==> config.mk <==
export PLATFORM = sky130hd
export DESIGN_NAME = burst_tx
export DESIGN_NICKNAME = d
export VERILOG_FILES = /design/src/rtl/burst_tx_pkg.sv /design/src/rtl/burst_tx_buf.sv /design/src/rtl/burst_tx.sv
export SDC_FILE = /design/constraint.sdc
export NUM_CORES = 1
export LEC_CHECK = 0
export CORE_ASPECT_RATIO = 0.6
export CORE_MARGIN = 5
export CORE_UTILIZATION = 40
export CTS_CLUSTER_DIAMETER = 150
export DETAILED_ROUTE_END_ITERATION = 10
export PLACE_DENSITY_LB_ADDON = 0.05
export SETUP_SLACK_MARGIN = 0.02
export SYNTH_ARGS = -nofsm -noshare
export SYNTH_HDL_FRONTEND = slang
export SYNTH_SLANG_ARGS = --single-unit
==> constraint.sdc <==
create_clock -name clk -period 2.1 [get_ports clk]
set_input_delay 0.21 -clock clk [delete_from_list [all_inputs] [get_ports clk]]
set_output_delay 0.21 -clock clk [all_outputs]
set_load 0.02 [all_outputs]
==> src/rtl/burst_tx_pkg.sv <==
// Shared types and constants for the burst transmitter.
// Holds the FSM state encoding, default sizing and the running max/min seeds.
package burst_tx_pkg;

  typedef enum logic [1:0] {
    ST_FILL,
    ST_SEND,
    ST_WAIT,
    ST_REPORT
  } state_t;

  localparam int BURST_LEN_DEF    = 15;
  localparam int RESP_TIMEOUT_DEF = 8;

  localparam logic [7:0] MAX_INIT = 8'd0;
  localparam logic [7:0] MIN_INIT = 8'd255;

endpackage

==> src/rtl/burst_tx_buf.sv <==
// 16x8 sample store: one write port, one registered read port.
// Read data appears the cycle after i_rd_en and is forced to 0 when no read is issued.
module burst_tx_buf (
  input  logic       clk,
  input  logic       rst_n,
  input  logic       i_wr_en,
  input  logic [3:0] i_wr_addr,
  input  logic [7:0] i_wr_dat,
  input  logic       i_rd_en,
  input  logic [3:0] i_rd_addr,
  output logic [7:0] o_rd_dat
);

  logic [7:0] r_mem [16];
  logic [7:0] r_rd_dat;

  always_ff @(posedge clk) begin
    if (i_wr_en) r_mem[i_wr_addr] <= i_wr_dat;
  end

  // Only the read register is reset; storage is always written before it is read.
  always_ff @(posedge clk or negedge rst_n) begin
    if (!rst_n) r_rd_dat <= 8'd0;
    else        r_rd_dat <= i_rd_en ? r_mem[i_rd_addr] : 8'd0;
  end

  assign o_rd_dat = r_rd_dat;

endmodule

==> src/rtl/burst_tx.sv <==
// Collects BURST_LEN host samples, replays them as a contiguous burst, then checks the downstream max/min result.
// Beats start 2 cycles after the last accepted sample; wr_ready is held low outside FILL.
module burst_tx
  import burst_tx_pkg::*;
#(
  parameter int BURST_LEN    = BURST_LEN_DEF,
  parameter int RESP_TIMEOUT = RESP_TIMEOUT_DEF
) (
  input  logic       clk,
  input  logic       rst_n,
  input  logic       i_wr_valid,
  input  logic [7:0] i_wr_data,
  output logic       o_wr_ready,
  output logic       o_tx_valid,
  output logic [7:0] o_tx_data,
  input  logic       i_rx_valid,
  input  logic [7:0] i_rx_max,
  input  logic [7:0] i_rx_min,
  output logic       o_res_valid,
  output logic [7:0] o_res_max,
  output logic [7:0] o_res_min,
  output logic [1:0] o_res_err,
  output logic       o_busy
);

  localparam int              TW    = (RESP_TIMEOUT > 1) ? $clog2(RESP_TIMEOUT) : 1;
  localparam logic [4:0]      LEN   = 5'(BURST_LEN);
  localparam logic [TW-1:0]   TLAST = TW'(RESP_TIMEOUT - 1);

  state_t        r_state;
  state_t        w_next;
  logic [4:0]    r_cnt;
  logic [4:0]    r_ptr;
  logic [TW-1:0] r_timer;
  logic [7:0]    r_exp_max;
  logic [7:0]    r_exp_min;
  logic          r_tx_valid;
  logic [7:0]    r_res_max;
  logic [7:0]    r_res_min;
  logic [1:0]    r_res_err;
  logic          w_wr_acc;
  logic          w_rd_en;
  logic          w_timeout;
  logic [7:0]    w_rd_dat;

  assign w_wr_acc  = i_wr_valid && o_wr_ready;
  assign w_rd_en   = (r_state == ST_SEND);
  assign w_timeout = (r_timer == TLAST);

  always_ff @(posedge clk or negedge rst_n) begin
    if (!rst_n) r_state <= ST_FILL;
    else        r_state <= w_next;
  end

  // The read port is one cycle ahead of tx, so WAIT begins on the cycle the last beat is on the wire.
  always_comb begin
    w_next      = r_state;
    o_wr_ready  = 1'b0;
    o_busy      = 1'b0;
    o_res_valid = 1'b0;
    case (r_state)
      ST_FILL: begin
        o_wr_ready = (r_cnt < LEN);
        if (i_wr_valid && (r_cnt == LEN - 5'd1)) w_next = ST_SEND;
      end
      ST_SEND: begin
        o_busy = 1'b1;
        if (r_ptr == LEN - 5'd1) w_next = ST_WAIT;
      end
      ST_WAIT: begin
        o_busy = 1'b1;
        if (i_rx_valid || w_timeout) w_next = ST_REPORT;
      end
      ST_REPORT: begin
        o_res_valid = 1'b1;
        w_next      = ST_FILL;
      end
      default: w_next = ST_FILL;
    endcase
  end

  always_ff @(posedge clk or negedge rst_n) begin
    if (!rst_n) begin
      r_cnt      <= 5'd0;
      r_ptr      <= 5'd0;
      r_timer    <= '0;
      r_exp_max  <= MAX_INIT;
      r_exp_min  <= MIN_INIT;
      r_tx_valid <= 1'b0;
      r_res_max  <= MAX_INIT;
      r_res_min  <= MIN_INIT;
      r_res_err  <= 2'b00;
    end else begin
      r_tx_valid <= w_rd_en;
      case (r_state)
        ST_FILL: begin
          r_ptr <= 5'd0;
          if (w_wr_acc) begin
            r_cnt <= r_cnt + 5'd1;
            if (i_wr_data > r_exp_max) r_exp_max <= i_wr_data;
            if (i_wr_data < r_exp_min) r_exp_min <= i_wr_data;
          end
        end
        ST_SEND: begin
          r_ptr   <= r_ptr + 5'd1;
          r_timer <= '0;
        end
        ST_WAIT: begin
          r_timer <= r_timer + TW'(1);
          // A result arriving on the timeout cycle still counts as a real result.
          if (i_rx_valid) begin
            r_res_max <= i_rx_max;
            r_res_min <= i_rx_min;
            r_res_err <= {(i_rx_max != r_exp_max) || (i_rx_min != r_exp_min), 1'b0};
          end else if (w_timeout) begin
            r_res_max <= MAX_INIT;
            r_res_min <= MIN_INIT;
            r_res_err <= 2'b01;
          end
        end
        ST_REPORT: begin
          r_cnt     <= 5'd0;
          r_exp_max <= MAX_INIT;
          r_exp_min <= MIN_INIT;
        end
        default: ;
      endcase
    end
  end

  burst_tx_buf u_buf (
    .clk       (clk),
    .rst_n     (rst_n),
    .i_wr_en   (w_wr_acc),
    .i_wr_addr (r_cnt[3:0]),
    .i_wr_dat  (i_wr_data),
    .i_rd_en   (w_rd_en),
    .i_rd_addr (r_ptr[3:0]),
    .o_rd_dat  (w_rd_dat)
  );

  assign o_tx_valid = r_tx_valid;
  assign o_tx_data  = w_rd_dat;
  assign o_res_max  = r_res_max;
  assign o_res_min  = r_res_min;
  assign o_res_err  = r_res_err;

endmodule

==> Yosys cells after proc, flatten, opt, wreduce, memory -nomap -nowiden <==
Memories as Yosys holds them, arrays and structs flattened.
Cells that the tools add are included.
{ "totals": {"rom_bits": 0, "mem_count": 1, "mem_bits_rw": 128, "latchBits": 0, "reg_bits": 58, "word_cells": 73} }
{ "mem_list": {"columns": ["name", "depth", "word_bits", "rd", "rd_clocked_by_memory_dff", "wr", "line", "source"], "rows": [
  ["u_buf.r_mem", 16, 8, 1, 0, 1, "burst_tx_buf.sv:14", "logic [7:0] r_mem [16];"]
]} }
{ "op_classes": {"shifts": 0, "add_sub_neg": 3, "n_lt_le_gt_ge": 3, "reduce_logical": 15, "multipliers": 0, "n_eq_ne": 14, "bitwise_logic": 0, "mux": 26, "div": 0} }
{ "ops": {"columns": ["operator", "count"], "rows": [
  ["$mux W8", 9],
  ["$pmux W8 S2", 2],
  ["$pmux W5 S2", 2],
  ["$ne A8 B8 Y1", 2],
  ["$add A5 B1 Y5 const B", 2],
  ["$eq A5 B4 Y1 const B", 2],
  ["$mux W2", 5],
  ["$ne A2 B2 Y1 const B", 5],
  ["$reduce_and A3 Y1", 3],
  ["$gt A8 B8 Y1", 1],
  ["$lt A8 B8 Y1", 1],
  ["$pmux W2 S4", 1],
  ["$reduce_bool A2 Y1", 4],
  ["$pmux W3 S2", 1],
  ["$lt A5 B4 Y1 const B", 1],
  ["$mux W1", 5],
  ["$mux W5", 1],
  ["$eq A2 B2 Y1 const B", 2],
  ["$reduce_and A2 Y1", 2],
  ["$add A3 B1 Y3 const B", 1],
  ["$eq A3 B3 Y1 const B", 1],
  ["$eq A2 B1 Y1 const B", 1],
  ["$logic_and A1 B1 Y1", 2],
  ["$logic_not A2 Y1", 1],
  ["3 further kinds", 4]
]} }

==> Logic depth before layout (Yosys ltp) <==
{ "depth": {"depth_word": 5, "ltp_mapped": 9} }

==> Modules after synthesis <==
Synthesis repeated with hierarchy kept, for this count alone.
{ "hier_totals": {"cells_unflattened": 605, "hier_area_um2": 8345.5} }
{ "by_module_without_submodules": {"columns": ["mod", "area_per_inst_um2", "n_inst", "seq_area_each_um2", "cells_each"], "rows": [
  ["burst_tx_buf", 5303.8, 1, 4043.9, 290],
  ["burst_tx", 3041.7, 1, 1271.2, 315]
]} }

==> Least setup slack after synthesis <==
No wires, ideal clock.
{ "synth_timing": {"path_type": "reg-to-reg", "startpoint": "register r_state[0]", "endpoint": "memory u_buf.r_mem[14][0] (enable)", "path_buffers": 3, "arrival_time_ns": 1.733, "path_stages_with_launch": 8, "setup_time_ns": 0.370, "setup_slack_ns": -0.003, "path_cell_list": "dfrtp_1 inv_1 ha_1 buf_4 clkbuf_1 clkbuf_1 nand2_1 nor2_1"} }
{ "synth_between": {"elab_chain_len": 5} }
{ "synth_lines": {"columns": ["element", "line", "source"], "rows": [
  ["start: declaration", "burst_tx.sv:30", "state_t r_state;"],
  ["start signal: assignment", "burst_tx.sv:52", "else r_state <= w_next;"],
  ["$logic_not A2 Y1", "burst_tx.sv:61", "case (r_state)"],
  ["$mux W1", "burst_tx.sv:61", null],
  ["$logic_and A1 B1 Y1", "burst_tx.sv:46", "assign w_wr_acc = i_wr_valid && o_wr_ready;"],
  ["$mux W1", "burst_tx_buf.sv:18", "if (i_wr_en) r_mem[i_wr_addr] <= i_wr_dat;"],
  ["$mux W1 (implied by the code)", "burst_tx_buf.sv:18", null],
  ["end: declaration", "burst_tx_buf.sv:14", null]
]} }
No other way between the ends.

==> Worst setup path after layout <==
{ "layout_timing": {"startpoint": "register r_exp_min[5]", "endpoint": "register r_exp_min[1]"} }
{ "layout_between": {"elab_chain_len": 3} }
{ "layout_lines": {"columns": ["element", "line", "source"], "rows": [
  ["start: declaration", "burst_tx.sv:36", "logic [7:0] r_exp_min;"],
  ["start signal: assignment", "burst_tx.sv:101", "if (i_wr_data < r_exp_min) r_exp_min <= i_wr_data;"],
  ["$lt A8 B8 Y1", "burst_tx.sv:101", null],
  ["$ne A2 B2 Y1 (no source line)", null, null],
  ["$reduce_and A3 Y1 (no source line)", null, null]
]} }
No other way between the ends.
A chain may end at the register's enable or synchronous reset.

==> metrics.txt <==
# TYPE chip_impl_metric gauge
chip_impl_info{name="outcome",value="complete, no violations"} 1
chip_impl_metric{name="grt_overflow_total",unit=""} 0
chip_impl_metric{name="postSynthNetCount",unit=""} 610
chip_impl_metric{name="drtAntennaViolNets",unit=""} 0
chip_impl_metric{name="gp_congestion",unit=""} 0.8346
chip_impl_metric{name="synth_area_per_cell",unit="um2"} 15.03
chip_impl_metric{name="synthToLayoutAreaGrowth",unit="%"} 26.98
chip_impl_metric{name="number_of_enable_flip_flop_cells_after_synthesis",unit=""} 128
chip_impl_metric{name="grtUsageMet3",unit=""} 0.04367
chip_impl_metric{name="final.min_clock_period",unit="ns"} 2.035
chip_impl_metric{name="layout_worst_path_cycle_share",unit=""} 0.9691
chip_impl_metric{name="timing.critical_path.arrival",unit="ns"} 2.39
chip_impl_metric{name="drt_iter0_drc",unit=""} 302
chip_impl_metric{name="core_area",unit="mm2"} 0.02027
chip_impl_info{name="timing.setup.critical_path_class",value="register to register"} 1
chip_impl_metric{name="flops_latches_synth",unit=""} 186
chip_impl_metric{name="die-width",unit="um"} 196.4
chip_impl_metric{name="synth_sequential_area_ratio",unit=""} 0.6371
chip_impl_info{name="critPathLaunch",value="r_exp_min[5]$_DFFE_PN1P_"} 1
chip_impl_info{name="synth.cells.most_frequent",value="sky130_fd_sc_hd__edfxtp_1 (128), sky130_fd_sc_hd__nand2_1 (45), sky130_fd_sc_hd__dfrtp_1 (42)"} 1
chip_impl_metric{name="synthArstFlopShare",unit=""} 0.3118
chip_impl_metric{name="fillCellCount",unit=""} 1728
chip_impl_metric{name="drive_gt1_frac",unit=""} 0.2679
chip_impl_metric{name="worstSkewPairLatency",unit="ns"} 0.43
chip_impl_metric{name="initial_core_utilization",unit=""} 0.4116
chip_impl_metric{name="route.detailed.wl_per_inst",unit="um"} 21.61
chip_impl_info{name="end_kind",value="register"} 1
chip_impl_metric{name="timing.final.setup_violations",unit=""} 0
chip_impl_metric{name="setup_tns",unit="ns"} 0
chip_impl_metric{name="final_report_max_slew_violation_count",unit=""} 0
chip_impl_info{name="worst_setup_path_start_kind",value="register"} 1
chip_impl_metric{name="buffer_ports.inserted",unit=""} 57
chip_impl_metric{name="die_area",unit="mm2"} 0.02394
chip_impl_metric{name="number_of_global_route_vias_before_repair",unit=""} 5203
chip_impl_metric{name="fin_worst_hold_slack",unit="ns"} 0.2987
chip_impl_info{name="yosys.area.top_type",value="sky130_fd_sc_hd__edfxtp_1"} 1
chip_impl_metric{name="netSwitchingFraction",unit=""} 0.3435
chip_impl_metric{name="timing.slew.headroom",unit=""} 0.6297
chip_impl_metric{name="synth_cell_type_count",unit=""} 56
chip_impl_metric{name="placed_wire_length_estimate_after_detailed_placement",unit="um"} 15340
chip_impl_metric{name="grt_pass1_wl",unit="um"} 32050
chip_impl_metric{name="tritoncts.num_buffers",unit=""} 17
chip_impl_metric{name="cts-root-to-sink-buffers",unit=""} 2
chip_impl_metric{name="globalRouteMet1Util",unit=""} 0.2935
chip_impl_metric{name="p_int",unit="mW"} 8.953
chip_impl_metric{name="first_pass_iters",unit=""} 4
chip_impl_info{name="rsz0062_at_grt",value="true"} 1
chip_impl_metric{name="fmax",unit="MHz"} 491.4
chip_impl_info{name="tritoncts_clock_tree",value="yes"} 1
chip_impl_metric{name="max-vdd-ir-drop",unit="mV"} 0.7292
chip_impl_metric{name="netSwitchingPower",unit="mW"} 4.685
chip_impl_info{name="root_buffer",value="sky130_fd_sc_hd__clkbuf_16"} 1
chip_impl_metric{name="floorplan.rows",unit=""} 40
chip_impl_metric{name="worst_slew_pin_slew",unit="ns"} 0.5554
chip_impl_metric{name="die_h",unit="um"} 121.9
chip_impl_info{name="path_category_of_the_worst_min_delay_check",value="input port to async pin"} 1
chip_impl_metric{name="use_met2",unit=""} 0.2440
chip_impl_metric{name="critPathMaxFanout",unit=""} 4
chip_impl_metric{name="number_of_maximum_capacitance_constraint_violations",unit=""} 0
chip_impl_metric{name="power.share.sequential",unit=""} 0.362
chip_impl_info{name="global_route.peak_usage_layer",value="met1"} 1
chip_impl_metric{name="ys.warnings.count",unit=""} 0
chip_impl_metric{name="final.setup_skew",unit="ns"} 0.009703
chip_impl_metric{name="antenna-diode-count",unit=""} 0
chip_impl_metric{name="report.power.total",unit="mW"} 13.64
chip_impl_metric{name="instances_no_fill",unit=""} 971
chip_impl_metric{name="routed_wirelength",unit="um"} 20990
chip_impl_metric{name="clock_sinks",unit=""} 186
chip_impl_metric{name="crit_required",unit="ns"} 2.46
chip_impl_metric{name="detailroute.via_count",unit=""} 5119
chip_impl_metric{name="synth.top_cell.area_share",unit=""} 0.4607
chip_impl_info{name="netlist_top_cells_area",value="sky130_fd_sc_hd__edfxtp_1 (46%), sky130_fd_sc_hd__dfrtp_1 (13%), sky130_fd_sc_hd__mux4_2 (8.6%)"} 1
chip_impl_metric{name="post-route-drc-count",unit=""} 0
chip_impl_metric{name="antenna_found_initial",unit=""} 0
chip_impl_metric{name="power.share.clock",unit=""} 0.234
chip_impl_metric{name="comb_power_share",unit=""} 0.404
chip_impl_metric{name="power_leakage",unit="nW"} 3.914
chip_impl_metric{name="postSynthCellCount",unit=""} 555
chip_impl_info{name="synth_ff_type",value="sky130_fd_sc_hd__edfxtp_1"} 1
chip_impl_metric{name="largest_net_degree_at_the_start_of_global_routing",unit=""} 29
chip_impl_metric{name="cts.clk_slew.worst_paths",unit="ns"} 0.07
chip_impl_metric{name="vias_per_cell",unit=""} 5.272
chip_impl_metric{name="final-hold-violation-count",unit=""} 0
chip_impl_metric{name="htree_levels",unit=""} 4
chip_impl_info{name="synth_most_common_cell",value="sky130_fd_sc_hd__edfxtp_1"} 1
chip_impl_metric{name="mapped_area",unit="mm2"} 0.008343
chip_impl_metric{name="grt_util_all_layers",unit=""} 0.1813
chip_impl_info{name="critical_path.reg2reg.startpoint",value="r_exp_min[5]$_DFFE_PN1P_"} 1
chip_impl_metric{name="fin_util",unit=""} 0.5227
chip_impl_metric{name="dp_cells",unit=""} 935
chip_impl_metric{name="design.final.nets",unit=""} 740
chip_impl_metric{name="io_pins",unit=""} 58
chip_impl_metric{name="power_per_cell_area",unit="mW/mm2"} 1287
[flip-flops by register name (all words and copies together), names as in the netlist]
| signal | flops |
|---|---|
| u_buf.r_mem | 128 |
| o_res_max | 8 |
| o_res_min | 8 |
| r_exp_max | 8 |
| r_exp_min | 8 |
| u_buf.o_rd_dat | 8 |
| r_cnt | 5 |
| r_ptr | 5 |
| r_timer | 3 |
| o_res_err | 2 |
| r_state | 2 |
| o_tx_valid | 1 |
[cell type report]
class                           instances  area [um2]  area share
Clock inverter                         13       142.6     0.01346
Sequential cell                       186        5316      0.5018
Multi-Input combinational cell        312        2834      0.2675
Inverter                               31       116.4     0.01098
Timing Repair Buffer                  137        1410      0.1331
Tap cell                              273       341.6     0.03224
Clock buffer                           19       432.9     0.04086
[kinds of logic after synthesis]
family,after synthesis,share of synthesized area
buf+inv,57,0.02909
xor+xnor,18,0.01890
fa+ha+maj,27,0.04049
mux,61,0.1221
compound gates,75,0.06959
simple gates,131,0.08278
flops,186,0.6371
[power by group through the flow]
stage / clock network [mW] / registers [mW] / logic, mW
finish: 3.19 / 4.93 / 5.51
global route: 3.42 / 5.00 / 5.97
CTS: 3.26 / 4.93 / 5.48
detailed placement: 0 / 5.00 / 5.40
global placement: 0 / 4.98 / 5.30
floorplan: 0 / 5.26 / 2.98
[placed cells by master, fill, tap and decap left out, drive strengths merged, types with 2 or more instances in the layout]
cell             n
edfxtp         128
nand2           46
o31ai            4
bufinv           2
a41oi            2
xnor2           18
and2            12
and3             3
nand3           13
dfstp           16
o221ai           4
clkdlybuf4s50   54
buf             80
clkinvlp         2
nor2            12
mux2i           26
clkinv           6
inv             34
a211oi           2
clkbuf          19
o21ai           19
dfrtp           42
nor3             5
a31oi            2
ha              27
mux4            32
nand2b          11
nand4            8
a2111oi          3
nor3b            6
o22a             4
a21oi           15
nor2b           10
mux2             3
o22ai           13
[worst paths after layout]
kind	depth (start not counted)	slack [ns]	endpoint
min in group clk	3	0.39	o_res_min[6]$_DFFE_PN1P_
min reg2reg	2	0.47	o_res_max[5]$_DFFE_PN0P_
max reg2reg	8	0.06	r_exp_min[1]$_DFFE_PN1P_
max in group asynchronous	3	1.12	r_exp_min[1]$_DFFE_PN1P_
max	8	0.06	r_exp_min[1]$_DFFE_PN1P_
min	2	0.30	u_buf.o_rd_dat[6]$_DFF_PN0_
[timing repair]
action                     in CTS  in global routing
pin swaps                       3                  4
resized for setup              10                  8
setup endpoints to repair      68                124
hold endpoints to repair       18                  0
hold buffers                    1                  0
setup buffers                   2                  1
[metal layers]
layer	share of wire	vias up
met2	0.42	136
met4	0.0075	0
met3	0.052	11
met5	0	-
met1	0.52	2615
li1	-	2357
[per-stage QoR]
step | cell area [um2] | worst slack [ns]
global placement | 9923 | -0.2308
global route | 10590 | -0.0005560
CTS | 10560 | 0.02477
detailed placement | 9923 | -0.2931
floorplan | 8346 | 0.04941
finish | 10590 | 0.06487
[critical path, cell delays in order (launching register included)]
cell and delay (ns):
sky130_fd_sc_hd__dfstp_2 0.54, sky130_fd_sc_hd__inv_1 0.07, sky130_fd_sc_hd__ha_4 0.22, sky130_fd_sc_hd__a211oi_2 0.22, sky130_fd_sc_hd__nor2_1 0.12, sky130_fd_sc_hd__o31ai_4 0.30, sky130_fd_sc_hd__buf_4 0.20, sky130_fd_sc_hd__o221ai_1 0.12
sky130_fd_sc_hd__a21oi_1 0.16
Note: power is estimated with default switching activity, not from simulation.
